`src/rtl/nv_ram_pkg.sv`:
```
// Shared types for the parametrised 1R1W RAM model: init FSM encoding and
// an elaboration-time clog2 used for the AW/DEPTH legality check.
package nv_ram_pkg;

    typedef enum logic {
        S_INIT = 1'b0,
        S_RDY  = 1'b1
    } state_e;

    function automatic int clog2(input int v);
        int r;
        r = 0;
        while ((1 << r) < v) begin
            r = r + 1;
        end
        return r;
    endfunction

endpackage

```
`src/rtl/nv_ram_init_ctl.sv`:
```
// Post-reset zero-fill sequencer: sweeps 0..DEPTH-1 once, then raises
// init_done one edge after the last write and stays ready until reset.
module nv_ram_init_ctl
    import nv_ram_pkg::*;
#(
    parameter int DEPTH     = 256,
    parameter int AW        = 8,
    parameter int INIT_ZERO = 0
) (
    input  logic          clk,
    input  logic          rstn,
    output logic          init_done,
    output logic          init_we,
    output logic [AW-1:0] init_wa
);

    localparam state_e        RST_ST = (INIT_ZERO != 0) ? S_INIT : S_RDY;
    localparam logic [AW-1:0] LAST   = AW'(DEPTH - 1);

    state_e        state_q, state_d;
    logic [AW-1:0] cnt_q, cnt_d;
    logic          done_q;

    always_comb begin
        state_d = state_q;
        cnt_d   = cnt_q;
        init_we = 1'b0;
        unique case (state_q)
            S_INIT: begin
                init_we = 1'b1;
                cnt_d   = cnt_q + AW'(1);
                if (cnt_q == LAST) begin
                    state_d = S_RDY;
                    cnt_d   = '0;
                end
            end
            S_RDY: begin
                state_d = S_RDY;
            end
        endcase
    end

    always_ff @(posedge clk or negedge rstn) begin
        if (!rstn) begin
            state_q <= RST_ST;
            cnt_q   <= '0;
            done_q  <= 1'b0;
        end else begin
            state_q <= state_d;
            cnt_q   <= cnt_d;
            done_q  <= (state_q == S_RDY);
        end
    end

    assign init_done = done_q;
    assign init_wa   = cnt_q;

endmodule

```
`src/rtl/nv_ram_rwst_param.sv`:
```
// Parametrised 1R1W RAM with registered read address, read-valid flag and
// range protection; NV_RAM_RWST_DOUT_FLOP_EN adds a dout output register.
module nv_ram_rwst_param
    import nv_ram_pkg::*;
#(
    parameter int DEPTH     = 256,
    parameter int WIDTH     = 8,
    parameter int AW        = 8,
    parameter int INIT_ZERO = 0
) (
    input  logic             clk,
    input  logic             rstn,
    input  logic [AW-1:0]    ra,
    input  logic             re,
    output logic [WIDTH-1:0] dout,
    output logic             dout_vld,
    input  logic [AW-1:0]    wa,
    input  logic             we,
    input  logic [WIDTH-1:0] di,
    output logic             init_done,
    input  logic [31:0]      pwrbus_ram_pd
);

    localparam int          IW      = clog2(DEPTH);
    localparam logic [AW:0] DEPTH_W = (AW + 1)'(DEPTH);

    if (clog2(DEPTH) > AW || DEPTH < 2 || WIDTH < 1) begin : g_param_chk
        $error("nv_ram_rwst_param: illegal DEPTH/WIDTH/AW combination");
    end

    logic [WIDTH-1:0] mem [DEPTH];
    logic [AW-1:0]    ra_q;
    logic             vld_q;
    logic             init_we;
    logic [AW-1:0]    init_wa;
    logic             re_g, we_g;
    logic             ra_ok, wa_ok;
    logic [WIDTH-1:0] rd_data;
    logic             unused_pd;

    nv_ram_init_ctl #(
        .DEPTH     (DEPTH),
        .AW        (AW),
        .INIT_ZERO (INIT_ZERO)
    ) u_init (
        .clk       (clk),
        .rstn      (rstn),
        .init_done (init_done),
        .init_we   (init_we),
        .init_wa   (init_wa)
    );

    assign wa_ok = ({1'b0, wa} < DEPTH_W);
    assign ra_ok = ({1'b0, ra_q} < DEPTH_W);
    assign re_g  = re & init_done;
    assign we_g  = we & init_done & wa_ok;

    // Array contents are deliberately left out of reset.
    always_ff @(posedge clk) begin
        if (init_we) begin
            mem[init_wa[IW-1:0]] <= '0;
        end else if (we_g) begin
            mem[wa[IW-1:0]] <= di;
        end
    end

    always_ff @(posedge clk or negedge rstn) begin
        if (!rstn) begin
            ra_q  <= '0;
            vld_q <= 1'b0;
        end else begin
            if (re_g) begin
                ra_q <= ra;
            end
            vld_q <= re_g;
        end
    end

    assign rd_data = ra_ok ? mem[ra_q[IW-1:0]] : '0;

`ifdef NV_RAM_RWST_DOUT_FLOP_EN
    logic [WIDTH-1:0] dout_q;
    logic             vld2_q;

    always_ff @(posedge clk or negedge rstn) begin
        if (!rstn) begin
            dout_q <= '0;
            vld2_q <= 1'b0;
        end else begin
            if (vld_q) begin
                dout_q <= rd_data;
            end
            vld2_q <= vld_q;
        end
    end

    assign dout     = dout_q;
    assign dout_vld = vld2_q;
`else
    assign dout     = rd_data;
    assign dout_vld = vld_q;
`endif

    assign unused_pd = ^pwrbus_ram_pd;

endmodule

```
`config.mk`:
```
export PLATFORM = sky130hd
export DESIGN_NAME = nv_ram_rwst_param
export DESIGN_NICKNAME = d
export VERILOG_FILES = /design/src/rtl/nv_ram_pkg.sv /design/src/rtl/nv_ram_init_ctl.sv /design/src/rtl/nv_ram_rwst_param.sv
export SDC_FILE = /design/constraint.sdc
export NUM_CORES = 2
export LEC_CHECK = 0
export ABC_CLOCK_PERIOD_IN_PS = 5700
export CORE_MARGIN = 3
export CORE_UTILIZATION = 55
export DETAILED_ROUTE_END_ITERATION = 7
export HOLD_SLACK_MARGIN = 0.15
export PLACE_DENSITY_LB_ADDON = 0.25
export SYNTH_ARGS = -nofsm -noshare
export SYNTH_HDL_FRONTEND = slang
export SYNTH_SLANG_ARGS = --single-unit
```
`constraint.sdc`:
```
create_clock -name clk -period 5.7 [get_ports clk]
set_input_delay 1.14 -clock clk [delete_from_list [all_inputs] [get_ports clk]]
set_output_delay 1.14 -clock clk [all_outputs]
set_load 0.05 [all_outputs]
```
==> results summary <==
Sorting the synthesized cells by area gives the leading types as edfxtp_1 77%, mux4_2 12%, mux2i_1 2.0%. Among all stages on the critical path, the largest delay is contributed by nor4_1. The starting density of the core is 0.556. The via count came out at 40100.

The most used standard cell by instance count after synthesis is edfxtp_1. The share of the Yosys chip area taken by registers is 0.772. The number of instances in the synthesized netlist is 3899. The total power divided by cell area is 322 nW/um2. The max capacitance violation total is 0. Setup violations remaining at the end of the flow were counted as 0. The total of fill cells in the finished design is 9810. After synthesis, the share of flip-flops with an asynchronous set or reset is 0.00919. The tightest hold margin is 0.480 ns.

The routed design could run at a clock period as short as 5.60 ns. After layout, the worst setup slack is 0.104 ns. The analysis attributes to cell leakage a power of 22.3 nW.

The launch point of the worst hold path is u_init.state_q$_DFF_PN1_. The count of state elements after synthesis is 2067. The placer's final routability congestion estimate is 0.851. The largest driver fanout on the critical path came out at 24. The pre-CTS setup slack is 0.645 ns.

The total global routing track utilization is 0.252. The setup skew after layout is 0.0447 ns. The H-tree was split into 4 levels. met2 is the most crowded layer. The pin count of the biggest net entering global routing came out at 139. The number of global-route vias before repair is 39900. During synthesis, Yosys emitted a total of 0 warnings.

The worst hold path was traced through 0 stages. The classification of the worst-slack hold path is reg -> reg. The global-route wire length before repair is 277000 um. The initialized floorplan defines 139 standard-cell rows. The headroom to the max-slew limit is 0.261. The total power came out at 29.2 mW. The hold buffer count at CTS is 0. The detailed-router iteration count before antenna repair is 5. The post-synthesis instance area came out at 80300 um2. The root buffer selected by CTS is clkbuf_16.

Averaged over all synthesized cells, the footprint is 20.6 um2. The area fraction of the dominant cell type after synthesis came out at 0.766. The area overhead of the layout relative to synthesis is 12.7%. The transition at the pin with the smallest max-transition slack is 1.11 ns. The required time of the critical path is 4.56 ns. The met2 demand-to-capacity share in global routing came out at 0.385. In this run, CTS created clock tree buffers numbering 198. Once detailed placement completed, the half-perimeter wirelength came to 117000 um. The maximum clock frequency came out at 179 MHz.

The initial antenna violation count is 2. The total count of max-transition violations in the final report came out at 0. The count of input and output buffers is 37. For this block, the routed nets add up to 188000 um of wire. The clock insertion delay at the later pin of the skew report came out at 0.82 ns. Counting every sink on the clock net gives 2067. The synthesized design spends more area on one cell type than any other, namely edfxtp_1. The average via count per standard cell came out at 6.45. The floorplan die area is 151000 um2. In this run the critical register-to-register path is launched from u_init.state_q$_DFF_PN1_. The signal on the critical path passes through buf_12 > buf_12 > buf_4 > mux4_2 > o21ai_0 > a21oi_1 > nor4_1 > a2111oi_4 > buf_12.

Dividing the final minimum period by the clock period gives 0.982. The maximum root-to-sink buffer count is 3. The delay of the slowest cell on the worst path is 0.77 ns. The count of non-filler cells in the finished layout is 6208. The worst setup path is captured at a primary output.

The number of nets with antenna violations after detailed routing came out at 0. After detailed routing, the number of remaining DRC violations is 0. The total I/O pin count came out at 70.

The arrival time of the worst setup path is 4.46 ns. VDD sags by at most 0.328 mV. The type of origin of the critical path is a flop. Setup repair after global routing left no endpoint under its margin. The cell that appears most often on the critical path is buf_12. The post-synth net total is 3960. The number of DRC markers after the initial detailed-route iteration came out at 5018.

The global-route met1 utilization came out at 0.374. The endpoint with the worst hold slack is u_init.init_done$_DFF_PN0_. The CTS tree is done. The worst reg-to-reg path cell count came out at 6.

The core outline area is 144000 um2. The type of the worst setup path is reg -> out. Counting flops with a built-in enable in the synthesized netlist gives 2048. For flop-to-flop paths, the worst setup slack is 1.81 ns. The hold violation total from the final report is 0. The routed wire length per instance came out at 30.4 um. The number of placed instances, taps included, is 5839.

The aggregate global routing overflow came out at 0. The die outline width came out at 388 um. The number of nets in the layout is 4198. After clock tree synthesis, the clock-pin slew on the worst setup and hold paths is 0.06 ns.

The count of different cell masters after synthesis is 54. The layout cell share with drive strength beyond 1 came out at 0.234. In the global route stage, met3 resource usage came out at 0.0515.

The die extent in y came out at 388 um. Among all flip-flop cells after synthesis, the most frequent one is edfxtp_1. The worst register-to-register path ends at mem[108][4]$_DFFE_PP_. The flow ran to the end, and the final reports show no timing, DRC or antenna violations. Sorting the synthesized cells by how often they occur yields 2048 x edfxtp_1, 426 x mux4_2, 280 x nor2_1.
worst max-delay path by stage:
stage	start	end	cells after the start
floorplan	ra_q[0]$_DFFE_PN0P_	dout[1]	11
global placement	ra_q[0]$_DFFE_PN0P_	dout[0]	10
detailed placement	ra_q[0]$_DFFE_PN0P_	dout[0]	10
CTS	ra_q[0]$_DFFE_PN0P_	dout[0]	8
global route	ra_q[1]$_DFFE_PN0P_	dout[6]	9
finish	ra_q[0]$_DFFE_PN0P_	dout[6]	9
logic make-up (layout without fill, tap and decap cells):
family / count (synthesis) / count (layout) / synth area share
AOI/OAI and AO/OA: 444 / 444 / 0.0380
xor gates and xnor gates: 4 / 4 / 0.000436
adders and majority gates: 1 / 1 / 0.000156
buffers and inverters: 248 / 653 / 0.0181
DFF: 2067 / 2067 / 0.772
muxes: 606 / 606 / 0.142
other: 0 / 1 / 0
and+or+nand+nor: 529 / 529 / 0.0293
layout by cell type, fill, tap and decap left out, types with 10 or more instances in the layout:
cell type        instances
edfxtp_1              2048
mux4_2                 426
nor2_1                 275
clkbuf_16              201
buf_4                  200
mux2i_1                163
a22oi_1                135
nand2_1                 90
a21oi_1                 87
clkinv_1                57
o21ai_0                 49
buf_12                  47
o22ai_1                 45
clkbuf_1                40
nand3_1                 37
clkinv_2                36
o221ai_1                29
clkdlybuf4s50_1         29
a221oi_1                25
a22o_1                  22
nand3b_1                20
nor4_1                  18
mux2_2                  17
bufinv_16               15
dfrtp_1                 14
nor3_1                  12
a211oi_1                12
nor4_2                  11
a31oi_1                 10
final cells by class:
class                           instances  area (um2)  share of cell area
Clock buffer                          241        5180              0.0572
Antenna cell                            1        2.50           0.0000277
Clock inverter                        126        1080              0.0120
Sequential cell                      2067       62000               0.685
Tap cell                             1903        2380              0.0263
Multi-Input combinational cell       1584       17100               0.189
Inverter                                9        33.8            0.000373
Timing Repair Buffer                  277        2750              0.0304
report_power, final:
part / internal [mW] / leakage, nW / total, mW / switching (mW)
combinational: 0.0176 / 4.88 / 0.0293 / 0.0117
sequential: 16.4 / 14.4 / 16.4 / 0
clock: 7.15 / 3.06 / 12.7 / 5.53
metrics by stage:
step / instance area, um2 / utilization / setup TNS [ns]
after floorplan: 80300 / - / 0
after global placement: 84100 / 0.583 / 0
after detailed placement: 84100 / 0.583 / 0
after CTS: 90500 / 0.627 / -0.00262
after global routing: 90500 / 0.627 / 0
final: 90500 / 0.627 / 0
critical path: cells and delay by family, from the launching register on:
family	cells	cell delay, ns
buf+inv	4	0.94
mux	1	0.52
compound gates	3	0.58
simple gates	1	0.77
flops	1	0.74
sequential cells by signal, indices dropped and copies added, names as in the netlist:
| signal | cells |
|---|---|
| u_init.init_done | 1 |
| u_init.init_wa | 8 |
| mem | 2048 |
| dout_vld | 1 |
| ra_q | 8 |
| u_init.state_q | 1 |
timing repair:
action | CTS | global route
setup endpoints to repair | 7 | 2
buffers inserted | 1 | 0
resized for setup | 13 | 3
routing by layer:
metal  vias to the layer above  wire, um
met5                         -        13
met4                         2      5750
met3                       316     17300
met2                      1935     89200
met1                     21100     76200
li1                      16700         -
Power figures use the tool's default switching activity.
